$ cat config.mk
export PLATFORM = sky130hd
export DESIGN_NAME = canny_pipeline_sequencer_flat
export DESIGN_NICKNAME = d
export VERILOG_FILES = /design/src/rtl/canny_pipeline_sequencer_if.sv /design/src/rtl/canny_pipeline_sequencer.sv /design/src/flat_wrapper.sv
export SDC_FILE = /design/constraint.sdc
export NUM_CORES = 1
export LEC_CHECK = 0
export CAP_MARGIN = 25
export CORE_MARGIN = 3
export CORE_UTILIZATION = 38
export CTS_CLUSTER_DIAMETER = 120
export DETAILED_ROUTE_END_ITERATION = 16
export HOLD_SLACK_MARGIN = 0.12
export PLACE_DENSITY = 0.69
export SYNTH_ARGS = -nofsm -noshare
export SYNTH_HDL_FRONTEND = slang
export SYNTH_SLANG_ARGS = --single-unit
$ cat constraint.sdc
create_clock -name clk -period 2.3 [get_ports clk]
set_clock_uncertainty 0.05 [all_clocks]
set_input_delay 0.575 -clock clk [delete_from_list [all_inputs] [get_ports clk]]
set_output_delay 0.575 -clock clk [all_outputs]
set_load 0.05 [all_outputs]
$ cat src/rtl/canny_pipeline_sequencer_if.sv
// canny_pipeline_sequencer_if: start/abort request, per-stage enable/done and status bundle
interface canny_pipeline_sequencer_if #(
  parameter int NUM_STAGES  = 5,
  parameter int FRAME_CNT_W = 16
);
  logic                   start;
  logic                   abort;
  logic [NUM_STAGES-1:0]  stage_done;
  logic [NUM_STAGES-1:0]  stage_enable;
  logic                   busy;
  logic [2:0]             current_stage;
  logic                   frame_done;
  logic                   error;
  logic [2:0]             error_stage;
  logic [FRAME_CNT_W-1:0] frame_count;
  modport master (
    output start, abort, stage_done,
    input  stage_enable, busy, current_stage, frame_done, error, error_stage, frame_count
  );
  modport slave (
    input  start, abort, stage_done,
    output stage_enable, busy, current_stage, frame_done, error, error_stage, frame_count
  );
endinterface

$ cat src/rtl/canny_pipeline_sequencer.sv
// canny_pipeline_sequencer: runs gaussian..hysterisis stages in order with a per-stage watchdog
module canny_pipeline_sequencer #(
  parameter int NUM_STAGES  = 5,
  parameter int TIMEOUT_W   = 20,
  parameter int FRAME_CNT_W = 16
) (
  input logic clk,
  input logic reset,
  canny_pipeline_sequencer_if.slave bus
);
  typedef enum logic [2:0] {IDLE, RUN, GAP, FIN, ERROR} state_t;
  localparam logic [2:0] LAST = 3'(NUM_STAGES - 1);
  localparam logic [NUM_STAGES-1:0] ONE = {{(NUM_STAGES-1){1'b0}}, 1'b1};
  localparam logic [TIMEOUT_W-1:0] WD_LIM = {{(TIMEOUT_W-1){1'b1}}, 1'b0};
  state_t                 state;
  logic [TIMEOUT_W-1:0]   wd;
  logic [NUM_STAGES-1:0]  en;
  logic                   busy;
  logic [2:0]             cur;
  logic                   fdone;
  logic                   err;
  logic [2:0]             err_stage;
  logic [FRAME_CNT_W-1:0] cnt;
  assign bus.stage_enable  = en;
  assign bus.busy          = busy;
  assign bus.current_stage = cur;
  assign bus.frame_done    = fdone;
  assign bus.error         = err;
  assign bus.error_stage   = err_stage;
  assign bus.frame_count   = cnt;
  always_ff @(posedge clk or posedge reset) begin
    if (reset) begin
      state     <= IDLE;
      wd        <= '0;
      en        <= '0;
      busy      <= 1'b0;
      cur       <= 3'd0;
      fdone     <= 1'b0;
      err       <= 1'b0;
      err_stage <= 3'd0;
      cnt       <= '0;
    end else begin
      fdone <= 1'b0;
      wd    <= '0;
      if (bus.abort) begin
        state     <= IDLE;
        en        <= '0;
        busy      <= 1'b0;
        err       <= 1'b0;
        err_stage <= 3'd0;
      end else begin
        case (state)
          IDLE, ERROR: if (bus.start) begin
            state     <= RUN;
            en        <= ONE;
            busy      <= 1'b1;
            cur       <= 3'd0;
            err       <= 1'b0;
            err_stage <= 3'd0;
          end
          RUN: begin
            // done has priority over a watchdog expiry in the same cycle
            if (bus.stage_done[cur]) begin
              en <= '0;
              if (cur == LAST) begin
                state <= FIN;
                busy  <= 1'b0;
                fdone <= 1'b1;
                cnt   <= cnt + FRAME_CNT_W'(1);
              end else begin
                state <= GAP;
              end
            end else if (wd == WD_LIM) begin
              state     <= ERROR;
              en        <= '0;
              busy      <= 1'b0;
              err       <= 1'b1;
              err_stage <= cur;
            end else begin
              wd <= wd + TIMEOUT_W'(1);
            end
          end
          GAP: begin
            state <= RUN;
            en    <= ONE << (cur + 3'd1);
            cur   <= cur + 3'd1;
          end
          FIN:     state <= IDLE;
          default: state <= IDLE;
        endcase
      end
    end
  end
endmodule

$ cat src/flat_wrapper.sv
// flat-port wrapper written by rule: the top's interface ports become plain ports
module canny_pipeline_sequencer_flat 
#(
  parameter int NUM_STAGES  = 5,
  parameter int TIMEOUT_W   = 20,
  parameter int FRAME_CNT_W = 16
)
  (clk, reset, bus_start, bus_abort, bus_stage_done, bus_stage_enable, bus_busy, bus_current_stage, bus_frame_done, bus_error, bus_error_stage, bus_frame_count);
  canny_pipeline_sequencer_if #(.NUM_STAGES(NUM_STAGES), .FRAME_CNT_W(FRAME_CNT_W)) bus_i ();
  input logic clk;
  input logic reset;
  input wire logic [$bits(bus_i.start)-1:0] bus_start;
  input wire logic [$bits(bus_i.abort)-1:0] bus_abort;
  input wire logic [$bits(bus_i.stage_done)-1:0] bus_stage_done;
  output wire logic [$bits(bus_i.stage_enable)-1:0] bus_stage_enable;
  output wire logic [$bits(bus_i.busy)-1:0] bus_busy;
  output wire logic [$bits(bus_i.current_stage)-1:0] bus_current_stage;
  output wire logic [$bits(bus_i.frame_done)-1:0] bus_frame_done;
  output wire logic [$bits(bus_i.error)-1:0] bus_error;
  output wire logic [$bits(bus_i.error_stage)-1:0] bus_error_stage;
  output wire logic [$bits(bus_i.frame_count)-1:0] bus_frame_count;
  assign bus_i.start = bus_start;
  assign bus_i.abort = bus_abort;
  assign bus_i.stage_done = bus_stage_done;
  assign bus_stage_enable = bus_i.stage_enable;
  assign bus_busy = bus_i.busy;
  assign bus_current_stage = bus_i.current_stage;
  assign bus_frame_done = bus_i.frame_done;
  assign bus_error = bus_i.error;
  assign bus_error_stage = bus_i.error_stage;
  assign bus_frame_count = bus_i.frame_count;
  canny_pipeline_sequencer #(.NUM_STAGES(NUM_STAGES), .TIMEOUT_W(TIMEOUT_W), .FRAME_CNT_W(FRAME_CNT_W)) u_core (.clk(clk), .reset(reset), .bus(bus_i));
endmodule
======== Word level (Yosys, flattened, before mapping) ========
Index checks and enable logic that the tools add are counted.
storage, ports and cells
  logic and storage cells ................. 75
  output and inout bits ................... 30
  input bits .............................. 9
  register bits after elaboration ......... 53
operators by class
  order comparisons ....................... 1
  add/subtract/negate cells ............... 3
  shifts and indexed selects .............. 1
  eq/ne operators ......................... 11
  bitwise operators ....................... 1
  reduce and logical (&&, ||, !) cells .... 11
  muxes and demuxes ....................... 38
operators by type and width
  cell                                                    number
  2-to-1 mux 20 bit                                       4
  2-to-1 mux 3 bit                                        8
  adder 20 x 1 -> 20 bit (second input constant)          1
  equality test 20 bit (second input constant)            1
  2-to-1 mux 5 bit                                        4
  adder 16 x 1 -> 16 bit (second input constant)          1
  2-to-1 mux 1 bit                                        15
  case mux 5 bit (3 select lines)                         1
  case mux 3 bit (2 select lines)                         2
  AND reduction 4 bit                                     3
  case mux 3 bit (3 select lines)                         1
  equality test 3 bit (second input constant)             2
  inequality test 3 bit (second input constant)           2
  AND reduction 3 bit                                     2
  left shift 1 x 3 -> 5 bit (first input constant)        1
  < comparator 3 x 4 -> 1 bit (second input constant)     1
  inequality test 4 x 2 -> 1 bit (second input constant)  1
  inequality test 4 bit (second input constant)           1
  case mux 1 bit (2 select lines)                         2
  nonzero test 4 bit                                      1
  adder 3 x 1 -> 3 bit (second input constant)            1
  binary-select mux 1 bit (select 3 bit)                  1
  equality test 3 x 1 -> 1 bit (second input constant)    1
  equality test 3 x 2 -> 1 bit (second input constant)    1
  8 further kinds                                         8

======== Depth between registers and ports, before layout ========
  depth in word-level cells ............... 5
  mapped depth ............................ 7
  gate-level depth less buffers ........... 7

======== Least setup slack after synthesis ========
Ideal clock, no wire load.
  kind .................................... register -> register
  start ................................... register u_core.cur[1] (netlist: u_core.bus.current_stage[1])
  end ..................................... register u_core.en[0] (netlist: u_core.bus.stage_enable[0])
  setup time .............................. 125 ps
  clock period less this slack ............ 2299 ps
  arrival time ............................ 2125 ps
  stages on the path, launching flop included .. 6
  setup slack ............................. 1 ps
  data required time ...................... 2125 ps
  path buffers ............................ 0
  cell sequence ........................... dfrtp_1 mux2_2 a221oi_2 and2_2 a21bo_2 mux2_2
between the ends
  word-level cells in the longest chain between the ends .. 5
  elaborated cells between the ends (all ways) .. 9
  those cells by class .................... add/sub (1); eq/ne (1); shift (1); mux (5); reduce/logical (1)
RTL lines
  what                                    RTL line                        RTL
  start: declaration                      canny_pipeline_sequencer.sv:19  logic [2:0] cur;
  start signal: assignment                canny_pipeline_sequencer.sv:86  cur <= cur + 3'd1;
  binary-select mux 1 bit (select 3 bit)  canny_pipeline_sequencer.sv:63  if (bus.stage_done[cur]) begin
  2-to-1 mux 1 bit (not written as such)  canny_pipeline_sequencer.sv:63
  2-to-1 mux 5 bit                        canny_pipeline_sequencer.sv:63
  case mux 5 bit (3 select lines)         canny_pipeline_sequencer.sv:52  case (state)
  2-to-1 mux 5 bit                        canny_pipeline_sequencer.sv:45  if (bus.abort) begin
  end signal: assignment                  canny_pipeline_sequencer.sv:85  en <= ONE << (cur + 3'd1);
  end: declaration                        canny_pipeline_sequencer.sv:17  logic [NUM_STAGES-1:0] en;
Parallel ways exist; a longest one is shown, timed or not. The select of a mux whose other input is x is not followed.
A chain may end at the register's enable or synchronous reset.

======== Worst setup path in the final report ========
  start ................................... register u_core.cnt[0] (netlist: u_core.bus.frame_count[0])
  end ..................................... output port bus_frame_count[0]
RTL lines
  what                      RTL line                        RTL
  start: declaration        canny_pipeline_sequencer.sv:23  logic [FRAME_CNT_W-1:0] cnt;
  start signal: assignment  canny_pipeline_sequencer.sv:69  cnt <= cnt + FRAME_CNT_W'(1);
  end: declaration          flat_wrapper.sv:21              output wire logic [$bits(bus_i.frame_count)-1:0] bus_frame_count;
No word-level cell between the ends.

==> reports/qor.yml <==
yosys:
  syn_nets: 279
  synth.top_cells.by_area: "dfrtp_1, xor2_1, nor2_1"
  netlist.top_cell.by_area: "dfrtp_1"
  synthDistinctLibCells: 44
  async_reset_ff_share_pct: 100
  ys_warn_count: 0
  ys_seq_elements: 53
  synth_top_area_share_pct: 49.0
  synthCells: 261
  synthFlopType: "dfrtp_1"
  synth-edff-count: 0
  ys_seq_area_share_pct: 49.0
  netlist_area_mm2: 0.00271
  syn-mean-instance-area_um2: 10.4
cts:
  cts_setup_buffers: 0
  cts.sinks: 53
  cts_buffers: 5
  cts_resized: 0
  cts_hold_buffers: 0
  cts_tree: "built"
  clockBufferDepth: 2
  cts_root_buf: "clkbuf_8"
  htree_levels: 2
  clk_latency_ns: 0.31
  clk_pin_slew_ns: 0.10
placed_design:
  io_buffer_count: 38
  dp_cells: 404
  place.gp.congestion: 0.896
  dp_hpwl_mm: 3.94
  pre_cts_ws_ns: -0.126
layout:
  mostFrequentLayoutCell: "dfrtp_1"
  final_cell_mix: "dfrtp_1, nor2_1, clkdlybuf4s50_1, xor2_1, nand2_1"
  post-route-util_pct: 49.7
  syn2layout_area_growth_pct: 25.9
  drive_above_1_share_pct: 14.6
  stdcell_count: 412
  layout.nets: 333
  antenna_cells: 0
hold_path:
  hold_class: "flip-flop to flip-flop"
  worstHoldEndpoint: "u_core.bus.frame_count[15]$_DFFE_PP0P_"
  min_from: "u_core.bus.frame_count[15]$_DFFE_PP0P_"
  whs_path_depth: 1
worst_setup_path:
  cpPeakStageDelay_ns: 0.85
  critPathRequiredTime_ns: 1.67
  r2r_slack_ns: 0.24
  startpoint_type: "flip-flop"
  critPathTopFamily: "buffers and inverters"
  worst-r2r-cell-count: 5
  crit_path_end_kind: "primary output"
  crit_arrival_ns: 1.63
  r2r-start: "u_core.bus.current_stage[1]$_DFFE_PP0P_"
  criticalPathCategory: "flip-flop to primary output"
  worstPathCellList: "clkdlybuf4s50_1"
  cp_max_fo: 4
  critPathBufInv: 1
  worst_path_max_delay_cell: "clkdlybuf4s50_1"
  reg2reg_to: "u_core.bus.busy$_DFFE_PP0P_"
floorplanning:
  num_io_pins: 39
  die_w_um: 90.4
  rows: 30
  core_mm2: 0.00687
  die_area_mm2: 0.00818
  start_util_pct: 39.4
  die_y_um: 90.4
timing:
  holdWs_ns: 0.426
  worst_slew_pin_slew_ns: 0.519
  slew_viol_final: 0
  final_hold_viol_count: 0
  fmax_ghz: 0.444
  min_period_ns: 2.25
  fin_crit_sh_pct: 97.9
  rsz0062_at_grt: "no"
  setup_slack_ns: 0.0483
  setup_viol: 0
  maxSlewHeadroom_pct: 65.1
global_routing:
  grt_pass1_vias: 1966
  antenna_found_initial: 0
  grt_overflow: 0
  grt_use_total_pct: 13.4
  grt_max_degree: 54
  grt_pass1_wl_mm: 9.10
drt:
  drtIter0Drc: 74
  routed_wl_mm: 5.30
  wire_per_inst_um: 12.9
  vias: 2016
  ant_nets: 0
  viasPerCell: 4.89
  drc: 0
  dr.pass1.iters: 4
pwr:
  power_leakage_uw: 0.00156
  total_power_uw: 2220
  powerDensity_mw_per_mm2: 650
  peakVddDrop_uv: 468
outcome:
  status: "completed"
run:
  maxCapViolations: 0
## flip-flops by register name, indices dropped and copies added (netlist names)
signal / flops
u_core.state: 3
u_core.bus.current_stage: 3
u_core.bus.error: 1
u_core.bus.busy: 1
u_core.bus.frame_count: 16
u_core.bus.stage_enable: 5
u_core.bus.error_stage: 3
u_core.wd: 20
u_core.bus.frame_done: 1
## through the flow
step           area (µm²)  TNS [ns]
2_1_floorplan        2710         0
3_3_place_gp         3310     -2.48
3_5_place_dp         3310     -3.33
4_1_cts              3410         0
5_1_grt              3410         0
6_report             3410         0
## power breakdown
group	leakage, µW	total (µW)	switching (µW)	internal, µW
clock network	0.0000512	556	312	245
registers	0.000728	1050	71.5	980
logic	0.000779	609	342	266
total	0.00156	2220	725	1490
## synth_stat cells (all sizes together) (2+ instances only)
cell	count
nor4	4
nor2b	2
nand3	16
nor3	10
clkbuf	2
a22o	6
nand2b	5
nand4	5
mux2	5
buf	5
nand2	18
ha	9
a21oi	5
or3	3
xnor2	16
nor2	41
dfrtp	53
o21ai	6
and3	4
xor2	19
inv	11
## routing by layer
layer / part of all wire (%) / global-route usage, % / vias to the layer above
li1: - / - / 999
met5: 0 / 0 / -
met1: 49 / 18.1 / 966
met2: 46 / 21.5 / 45
met3: 4.4 / 3.00 / 6
met4: 0.91 / 3.83 / 0
## kinds of logic (layout without fill, tap and decap cells)
group / after synthesis / in the layout / share of synthesized area [%]
AOI/OAI and AO/OA: 27 / 27 / 7.34
xor gates and xnor gates: 35 / 35 / 11.3
adders and majority gates: 9 / 9 / 4.16
buffers and inverters: 18 / 73 / 2.91
DFF: 53 / 53 / 49.0
muxes: 5 / 5 / 2.08
and+or+nand+nor: 114 / 114 / 23.2
## worst max-delay path by stage
stage | from | end | slack, ns | cells past startpoint
2_1_floorplan | u_core.bus.current_stage[1]$_DFFE_PP0P_ | u_core.bus.stage_enable[0]$_DFFE_PP0P_ | 0.0008 | 5
3_3_place_gp | bus_abort | u_core.bus.frame_count[6]$_DFFE_PP0P_ | -0.08 | 6
3_5_place_dp | bus_abort | u_core.bus.frame_count[6]$_DFFE_PP0P_ | -0.13 | 6
4_1_cts | u_core.bus.current_stage[2]$_DFFE_PP0P_ | bus_current_stage[2] | 0.01 | 1
5_1_grt | u_core.bus.frame_count[2]$_DFFE_PP0P_ | bus_frame_count[2] | 0.003 | 1
6_report | u_core.bus.frame_count[0]$_DFFE_PP0P_ | bus_frame_count[0] | 0.05 | 1
## area by class of cell
class                   instances  area [µm²]
flip-flops and latches         53        1330
fillers                       631        3460
clock inverters                 2        13.8
repair buffers                 54         523
well taps                      96         120
clock buffers                   6        82.6
multi-input cells             190        1300
inverters                      11        41.3
Power figures use the tool's default switching activity.
